==> src/rtl/halt_reporter_if.sv <==
// Run-status link between the SoC halt outputs, the report byte stream and the
// sticky status. The slave modport is the reporter; master is the environment.
interface halt_reporter_if;
  logic        halt;
  logic [15:0] firstWord;
  logic [7:0]  outData;
  logic        outValid;
  logic        outReady;
  logic        done;
  logic [1:0]  err;

  modport master (
    output halt, firstWord, outReady,
    input  outData, outValid, done, err
  );

  modport slave (
    input  halt, firstWord, outReady,
    output outData, outValid, done, err
  );
endinterface

==> src/rtl/halt_reporter.sv <==
// Captures the first SoC halt, waits a settle window, then streams {word, count}
// MSB-first as bytes. HALT_REPORTER_CHECK_EN enables the timeout/stability checks.
module halt_reporter #(
  parameter int TIMEOUT_CYCLES = 10000,
  parameter int SETTLE_CYCLES  = 5,
  parameter int CNT_W          = 32
) (
  input logic             clk,
  input logic             rst,
  halt_reporter_if.slave  bus
);

  localparam int NBYTES = 2 + CNT_W / 8;
  localparam int REC_W  = 16 + CNT_W;
  localparam int SET_W  = (SETTLE_CYCLES > 1) ? $clog2(SETTLE_CYCLES) : 1;
  localparam int IDX_W  = $clog2(NBYTES);

  localparam logic [2:0] RUN    = 3'd0;
  localparam logic [2:0] SETTLE = 3'd1;
  localparam logic [2:0] REPORT = 3'd2;
  localparam logic [2:0] DONE   = 3'd3;
`ifdef HALT_REPORTER_CHECK_EN
  localparam logic [2:0] FAULT  = 3'd4;
  localparam logic [CNT_W-1:0] TO_LIM = CNT_W'(TIMEOUT_CYCLES);
`endif

  logic [2:0]       state;
  logic [CNT_W-1:0] cnt, cntNext, haltCnt;
  logic [15:0]      word;
  logic [SET_W-1:0] sCnt;
  logic [IDX_W-1:0] idx;
  logic [REC_W-1:0] sh;
  logic             vld, doneR;
  logic             settleLast, xfer;

  assign cntNext    = (cnt == '1) ? cnt : cnt + CNT_W'(1);
  assign settleLast = (sCnt == SET_W'(SETTLE_CYCLES - 1));
  assign xfer       = vld && bus.outReady;

  // Outgoing byte is always the top of the record shift register.
  assign bus.outData  = sh[REC_W-1 -: 8];
  assign bus.outValid = vld;
  assign bus.done     = doneR;

`ifdef HALT_REPORTER_CHECK_EN
  logic [1:0] errR;
  assign bus.err = errR;

  function automatic logic [REC_W-1:0] faultRec(input logic [1:0] code);
    return {6'b111000, code, {(REC_W-8){1'b0}}};
  endfunction
`else
  assign bus.err = 2'b00;
`endif

  always_ff @(posedge clk or posedge rst) begin
    if (rst) begin
      state   <= RUN;
      cnt     <= '0;
      haltCnt <= '0;
      word    <= '0;
      sCnt    <= '0;
      idx     <= '0;
      sh      <= '0;
      vld     <= 1'b0;
      doneR   <= 1'b0;
`ifdef HALT_REPORTER_CHECK_EN
      errR    <= 2'b00;
`endif
    end else begin
      case (state)
        RUN: begin
          cnt <= cntNext;
          if (bus.halt) begin
            word    <= bus.firstWord;
            haltCnt <= cntNext;
            sCnt    <= '0;
            state   <= SETTLE;
          end
`ifdef HALT_REPORTER_CHECK_EN
          // Halt on the timeout edge still wins: this branch is only the else.
          else if (cntNext >= TO_LIM) begin
            errR  <= 2'b01;
            sh    <= faultRec(2'b01);
            vld   <= 1'b1;
            state <= FAULT;
          end
`endif
        end

        SETTLE: begin
          cnt <= cntNext;
`ifdef HALT_REPORTER_CHECK_EN
          if (!bus.halt) begin
            errR  <= 2'b10;
            sh    <= faultRec(2'b10);
            vld   <= 1'b1;
            state <= FAULT;
          end else if (bus.firstWord != word) begin
            errR  <= 2'b11;
            sh    <= faultRec(2'b11);
            vld   <= 1'b1;
            state <= FAULT;
          end else
`endif
          if (settleLast) begin
            sh    <= {word, haltCnt + CNT_W'(SETTLE_CYCLES)};
            idx   <= '0;
            vld   <= 1'b1;
            state <= REPORT;
          end else begin
            sCnt <= sCnt + SET_W'(1);
          end
        end

        REPORT: begin
          if (xfer) begin
            // Shifting past the last byte leaves outData at zero in DONE.
            sh <= sh << 8;
            if (idx == IDX_W'(NBYTES - 1)) begin
              vld   <= 1'b0;
              doneR <= 1'b1;
              state <= DONE;
            end else begin
              idx <= idx + IDX_W'(1);
            end
          end
        end

`ifdef HALT_REPORTER_CHECK_EN
        FAULT: begin
          if (xfer) begin
            sh    <= '0;
            vld   <= 1'b0;
            doneR <= 1'b1;
            state <= DONE;
          end
        end
`endif

        DONE: ;

        default: state <= DONE;
      endcase
    end
  end

endmodule

==> src/flat_wrapper.sv <==
// flat-port wrapper written by rule: the top's interface ports become plain ports
module halt_reporter_flat 
#(
  parameter int TIMEOUT_CYCLES = 10000,
  parameter int SETTLE_CYCLES  = 5,
  parameter int CNT_W          = 32
)
  (clk, rst, bus_halt, bus_firstWord, bus_outReady, bus_outData, bus_outValid, bus_done, bus_err);
  halt_reporter_if bus_i ();
  input logic clk;
  input logic rst;
  input wire logic [$bits(bus_i.halt)-1:0] bus_halt;
  input wire logic [$bits(bus_i.firstWord)-1:0] bus_firstWord;
  input wire logic [$bits(bus_i.outReady)-1:0] bus_outReady;
  output wire logic [$bits(bus_i.outData)-1:0] bus_outData;
  output wire logic [$bits(bus_i.outValid)-1:0] bus_outValid;
  output wire logic [$bits(bus_i.done)-1:0] bus_done;
  output wire logic [$bits(bus_i.err)-1:0] bus_err;
  assign bus_i.halt = bus_halt;
  assign bus_i.firstWord = bus_firstWord;
  assign bus_i.outReady = bus_outReady;
  assign bus_outData = bus_i.outData;
  assign bus_outValid = bus_i.outValid;
  assign bus_done = bus_i.done;
  assign bus_err = bus_i.err;
  halt_reporter #(.TIMEOUT_CYCLES(TIMEOUT_CYCLES), .SETTLE_CYCLES(SETTLE_CYCLES), .CNT_W(CNT_W)) u_core (.clk(clk), .rst(rst), .bus(bus_i));
endmodule
==> config.mk <==
export PLATFORM = sky130hd
export DESIGN_NAME = halt_reporter_flat
export DESIGN_NICKNAME = d
export VERILOG_FILES = /design/src/rtl/halt_reporter_if.sv /design/src/rtl/halt_reporter.sv /design/src/flat_wrapper.sv
export SDC_FILE = /design/constraint.sdc
export NUM_CORES = 1
export LEC_CHECK = 0
export ABC_AREA = 1
export CAP_MARGIN = 40
export CORE_ASPECT_RATIO = 1.75
export CORE_MARGIN = 4
export CORE_UTILIZATION = 54
export CTS_CLUSTER_DIAMETER = 200
export CTS_CLUSTER_SIZE = 12
export DETAILED_ROUTE_END_ITERATION = 12
export PLACE_DENSITY = 0.72
export SYNTH_ARGS = -nofsm -noshare
export SYNTH_HDL_FRONTEND = slang
export SYNTH_SLANG_ARGS = --single-unit
export TNS_END_PERCENT = 1
==> constraint.sdc <==
create_clock -name clk -period 5.8 [get_ports clk]
set_clock_uncertainty 0.15 [all_clocks]
set_input_delay 1.16 -clock clk [delete_from_list [all_inputs] [get_ports clk]]
set_output_delay 1.16 -clock clk [all_outputs]
set_load 0.02 [all_outputs]
==> results summary <==
The run finished with clean final reports. The global-route usage over all layers came out at 0.2540. The number of placement rows came out at 58. The worst register-to-register path ends at u_core.sh[12]$_DFFE_PP0P_. The aggregate routed wire length came out at 20.14 mm. The largest total area in the synthesized netlist belongs to dfrtp_1. The post-cts gate resize count came out at 0.

Derived from the worst setup path, the maximum achievable clock frequency is 309.7 MHz. The clock transition at the registers of the reported paths is around 0.060 ns. The leakage power summed over all cells is between 4 and 5 nW. The synthesized netlist occupies a cell area of 7891 um^2. The power density over cell area came out at 449.3 nW/um^2. The first global-routing pass estimated roughly 33 mm of wire. Across the whole layout, storage elements account for 3453 um^2. The routed length on met1 came out at between 7 and 8 mm. The class of the tightest hold or removal check is register to register. The classification of the worst setup path is input pin to register. The category of the worst setup path capture point is a register. Counting cells, the worst reg-to-reg path comes to 7. The library cells used most frequently in the layout, excluding fill and tap cells, are nand2_1, dfrtp_1, nor2_1. The routability congestion estimate came out at just under 1.

Fill cells in the final layout number about 1400. The library cell used most frequently in the layout, excluding fill and tap cells, is nand2_1. Setup repair after global routing left no endpoint under its margin. The floorplan die area is 16690 um^2. The post-synthesis register bit count came out at approximately 140.

The number of buffers created by CTS came out at 17. The fraction of synthesized cell area taken by the top area cell type came out at 0.4376. The total of warnings raised by yosys is 0. The initial standard-cell utilization of the core came out at 0.5492. The total of buffers placed on input and output ports came out at 29.

The instance area at placement is roughly 8200 um^2. The final design area excluding fillers is around 8900 um^2. The final number of hold-violating endpoints is 0. The critical path ends at u_core.haltCnt[24]$_DFFE_PP0P_.

In this run the register-to-register setup slack is 2.71 ns. The peak fanout along the critical path is 48. The synthesis-to-layout area growth came out at 12.34%.

In this run the worst setup path begins at bus_halt. The clock sink total is 138. The placed wire-length estimate is about 15 mm. Measured against its own limit, the worst slew margin works out to 0.4685. Dividing the detail-routed wire length by the instance count gives roughly 15 um. Entering global routing, the biggest net connects between 70 and 80 pins. The number of design rule violations left after detail routing is 0. The detailed-route vias per instance came out at between 5 and 6. Of the synthesized area, sequential elements account for 0.4376. The data required time at the worst endpoint came out at between 5 and 6 ns. The count of antenna-violating nets left after detailed routing came out at 0. The total global routing overflow is 0.

In this run, placement finished with an instance count of approximately 1300. The total inserted antenna cells came out at 0. The via count of the first global-routing pass came out at ~7000. The launching point of the worst reg2reg path is u_core.state[0]$_DFFE_PP0P_. Data on the critical path arrives at its endpoint at roughly 3.4 ns. The final worst slack came out at around 2.6 ns. The final critical-path required period came out at 3.229 ns.

In this run the horizontal extent of the chip is a little under 100 um. Detailed routing placed a total of roughly 540 um of wire on met3. The total negative slack for setup checks came out at 0 ns. The worst slack at placement came out at roughly 2.1 ns. The slew at the pin with the worst max-slew slack is roughly 0.8 ns. After clock tree synthesis, the flow added hold-fix buffers numbering 0.

Of the cells placed in the final design, the portion with a size suffix greater than 1 is 0.06942. On the final layout, the worst hold slack is about 0.32 ns. The clock latency at the later pin of the worst-skew pair is about 0.42 ns. The highest layer touched by signal routing is met4. After clock tree synthesis, the setup repair step added 0 buffers.

The worst IR drop on VDD is between 300 and 400 uV. The total vias in the final route is 7009. The total number of nets in the final design is around 1200. The average size of a mapped cell came out at ~7.1 um^2. The number of optimization iterations in the first detailed-route pass is 5. The synthesized instance count is ~1100. In this run, the number of DRC markers left after iteration 0 of detailed routing was 279. The multi-input gate area in the final layout is about 3900 um^2. Across the run, the number of max-cap violations was 0.

CTS placed an instance of clkbuf_16 at the clock tree root. TritonCTS built the clock tree. The startpoint type of the worst setup path is an input pin. Counting distinct cell types in the post-synthesis netlist gives 34. The area inside the core boundary is around 14000 um^2.

The wire length on met2 is roughly 11 mm. The number of cells in the finished layout apart from fillers is roughly 1300. The max-slew violation total from the final report came to 0. The chip height is 167.9 um. In this run the deepest clock path goes through 2 buffers.

The H-tree was split into 4 levels. The initial antenna violation count is 0. The count of final setup violators came out at 0. The number of placed I/O pins came out at 32. Yosys attributes the largest share of cell area to dfrtp_1, nand2_1, nor2_1. The share of the clock period used by the worst path came out at 0.5567.
## cells in the mapped netlist, drive strengths merged
| master | count |
|---|---|
| nand3 | 66 |
| nand3b | 25 |
| o31ai | 2 |
| o21ai | 104 |
| conb | 1 |
| nand4 | 5 |
| dfrtp | 138 |
| clkbuf | 14 |
| xor2 | 9 |
| and2 | 1 |
| ha | 10 |
| mux2 | 1 |
| o22ai | 5 |
| nor2 | 132 |
| inv | 87 |
| o211ai | 1 |
| a21oi | 15 |
| a31o | 1 |
| or2 | 1 |
| buf | 33 |
| o32ai | 1 |
| nand2 | 465 |
## worst min-delay path by stage
stage                                           start  slack, ns  cells past startpoint                          end
after floorplan           u_core.word[15]$_DFFE_PP0P_       0.29                      2  u_core.word[15]$_DFFE_PP0P_
after global placement    u_core.bus.done$_DFFE_PP0P_       0.30                      1  u_core.bus.done$_DFFE_PP0P_
after detailed placement    u_core.sh[28]$_DFFE_PP0P_       0.31                      2    u_core.sh[28]$_DFFE_PP0P_
after CTS                   u_core.sh[28]$_DFFE_PP0P_       0.33                      2    u_core.sh[28]$_DFFE_PP0P_
after global routing      u_core.bus.done$_DFFE_PP0P_       0.34                      1  u_core.bus.done$_DFFE_PP0P_
final                       u_core.sh[30]$_DFFE_PP0P_       0.32                      2    u_core.sh[30]$_DFFE_PP0P_
## flip-flops by register name (all words and copies together), names as in the netlist, 2 cells and up
signal          count
u_core.cnt         32
u_core.haltCnt     32
u_core.idx          3
u_core.sCnt         3
u_core.sh          48
u_core.state        2
u_core.word        16
## power by group
part | internal [mW] | switching, mW | leakage [nW]
sequential | 1.22 | 0.148 | 1.83
clock | 0.736 | 0.434 | 0.301
combinational | 0.442 | 1.01 | 2.11
## critical path, stage by stage
cell and delay (ns):
clkdlybuf4s50_1 0.48, nand2_1 0.44, inv_2 0.57, buf_4 0.50, nand3_1 0.14, o21ai_0 0.09
## stage by stage
step | utilization | power, mW
finish | 0.6169 | 3.983
global route | 0.6169 | 4.287
CTS | 0.6169 | 4.019
detailed placement | 0.5728 | 2.828
global placement | 0.5709 | 2.782
floorplan | - | 2.475
## layout make-up
| cell class | count | share of cell area |
|---|---|---|
| multi-input cells | 846 | 0.4360 |
| flip-flops and latches | 138 | 0.3896 |
| inverters | 87 | 0.03740 |
| clock inverters | 13 | 0.02159 |
| clock buffers | 19 | 0.04996 |
| well taps | 180 | 0.02541 |
| repair buffers | 35 | 0.04008 |
## routing by layer
layer	track usage	up-vias
li1	-	3540
met1	0.2720	3221
met2	0.4552	167
met3	0.03275	81
met4	0.1724	0
met5	0	-
## kinds of logic after synthesis
group           after synthesis  share of synthesized area
mux                           1                   0.001427
other cells                   1                  0.0004752
simple gates                695                     0.3759
xor+xnor                      9                   0.009989
compound gates              129                    0.08498
flops                       138                     0.4376
fa+ha+maj                    10                    0.01586
buf+inv                     134                    0.07373
(Power assumes the default switching activity.)
==> variant, RTL diff (config.mk and constraints unchanged) <==
`SETTLE_CYCLES` is set to 5 in 2 places; all go to 6.
--- a/src/rtl/halt_reporter.sv
+++ b/src/rtl/halt_reporter.sv
@@ -4,3 +4,3 @@
   parameter int TIMEOUT_CYCLES = 10000,
-  parameter int SETTLE_CYCLES  = 5,
+  parameter int SETTLE_CYCLES  = 6,
   parameter int CNT_W          = 32
--- a/src/flat_wrapper.sv
+++ b/src/flat_wrapper.sv
@@ -4,3 +4,3 @@
   parameter int TIMEOUT_CYCLES = 10000,
-  parameter int SETTLE_CYCLES  = 5,
+  parameter int SETTLE_CYCLES  = 6,
   parameter int CNT_W          = 32
Formal check against the unedited RTL: not equivalent (a bounded check fails within 10 cycles, from zero or initial values and one cycle with rst high).
==> variant against the original RTL <==
Routed wire length rose by 0.30%; setup slack gained 0.16 ns; first-iteration DRC count rose by 9.7%; sequential cell count is the same; largest cell class unchanged; register-to-register slack better by 0.33 ns; area after synthesis is essentially flat; total power fell by 1.5%; design area increased by 0.14%.
==> variant: results (changes against the original RTL) <==
Cells and area
  • Layout clock area frac: 6.779% (-0.38 points)
  • NonClk Buf Share: 4.482% (+0.47 points)
  • Layout cells sized above 1: 7.069% (+0.13 points)
  • Footprint of the multi-input gates: 0.003766 sq mm (-2.6%)
  • Fill cells: 1309 (-3.2%)
  • Layout Nets: 1177 (+1.9%)
  • Multi-input gates: 838 (-0.95%)
  • Non-clock inverters: 114 (+31%)

Synthesis
  • Distinct cells, synth: 35 (+2.9%)
  • Xor and xnor area share after synthesis: 0.4437% (-0.56 points)
  • Adder-cell share of the synthesized area: 1.585% (about the same)
  • Synth area leaders: dfrtp_1, nand2_1, nor2_1
  • Register area share after synthesis: 43.73% (about the same)
  • Synth Area in Compound Gates: 9.634% (+1.1 points)
  • Mux contribution to synthesized area: 0% (-0.14 points)
  • Synth top cells by count: nand2_1, dfrtp_1, nor2_1, inv_1, o21ai_0

Global route
  • First-pass GRT wire length: 33.20 mm (-0.81%)
  • Total track usage: 24.99% (-0.41 points)
  • Vias in the first global route: 6918 (-1.1%)

Timing
  • Slew HR: 53.42% (+6.6 points)
  • Fin crit share: 52.85% (-2.8 points)

Worst setup path
  • Worst Setup SP: bus_outReady
  • Max Fanout on Critical Path: 28 (-42%)
  • Worst-path cell with the longest stage delay: clkdlybuf4s50_1
  • Slowest stage delay, CP: 0.48 ns (-0.09 ns)
  • Reg2reg path depth: 10 (+3)
  • RR Startpoint: u_core.state[1]
  • Setup crit end: u_core.sh[9]
  • Worst R2R Setup Slack: 3.04 ns (+0.33 ns)

Placement
  • Hpwl dp: 14.87 mm (+0.36%)
  • Placed Area: 0.008275 sq mm (+0.55%)
  • Pre-CTS setup slack: 2.326 ns (+0.2217 ns)

Pwr
  • P_leak: 4.189 nW (-1.2%)
  • Worst vdd ir: 0.3764 mV (+13%)
  • PwrDens: 442.0 mW/mm^2 (-1.6%)

Routing
  • DR iter-0 viols: 306 (+9.7%)
  • DRT Wirelength: 20.20 mm (+0.30%)

Outcome
  • Outcome: complete, no violations
## variant: cell count changes after synthesis, moves of 4 or more
cell,change
o21ai_0,-4
inv_1,+26
a21oi_1,+8
nor2_1,-9
nand2_1,-5
nand3b_1,-24
xor2_1,-6
o21ai_1,+5
nand3_1,+20
## variant: worst min-delay path by stage
stage | start | endpoint | slack (ns) | cells after the start
after global placement | u_core.sh[25] | u_core.sh[25] | 0.31 | 2
after CTS | u_core.bus.done | u_core.bus.done | 0.32 | 1
after floorplan | u_core.word[15] | u_core.word[15] | 0.29 | 2
final | u_core.bus.done | u_core.bus.done | 0.31 | 1
after global routing | u_core.bus.done | u_core.bus.done | 0.33 | 1
after detailed placement | u_core.bus.done | u_core.bus.done | 0.30 | 1
## variant: cell families after synthesis
family          count (synthesis)
simple gates                  678
buf+inv                       161
compound gates                144
flops                         138
fa+ha+maj                      10
xor+xnor                        4
other cells                     1
## variant: through the flow
| step | hold slack (ns) | power, mW | instances |
|---|---|---|---|
| after floorplan | 0.2936 | 2.449 | 1137 |
| after global placement | 0.3069 | 2.744 | 1304 |
| final | 0.3128 | 3.924 | 1340 |
| after global routing | 0.3280 | 4.230 | 1340 |
| after detailed placement | 0.3045 | 2.835 | 1308 |
| after CTS | 0.3192 | 3.966 | 1340 |
## variant: report_power, final
part	leakage (nW)	internal [mW]	total, mW	switching (mW)
Clock	0.281	0.681	1.10	0.423
Combinational	2.08	0.477	1.48	1.00
Sequential	1.83	1.21	1.34	0.133
## variant: metal layers
layer	GRT usage, %	share of wire [%]
met1	27.13	38
met2	44.41	52
met3	3.317	2.9
met4	16.77	6.7
met5	0	0
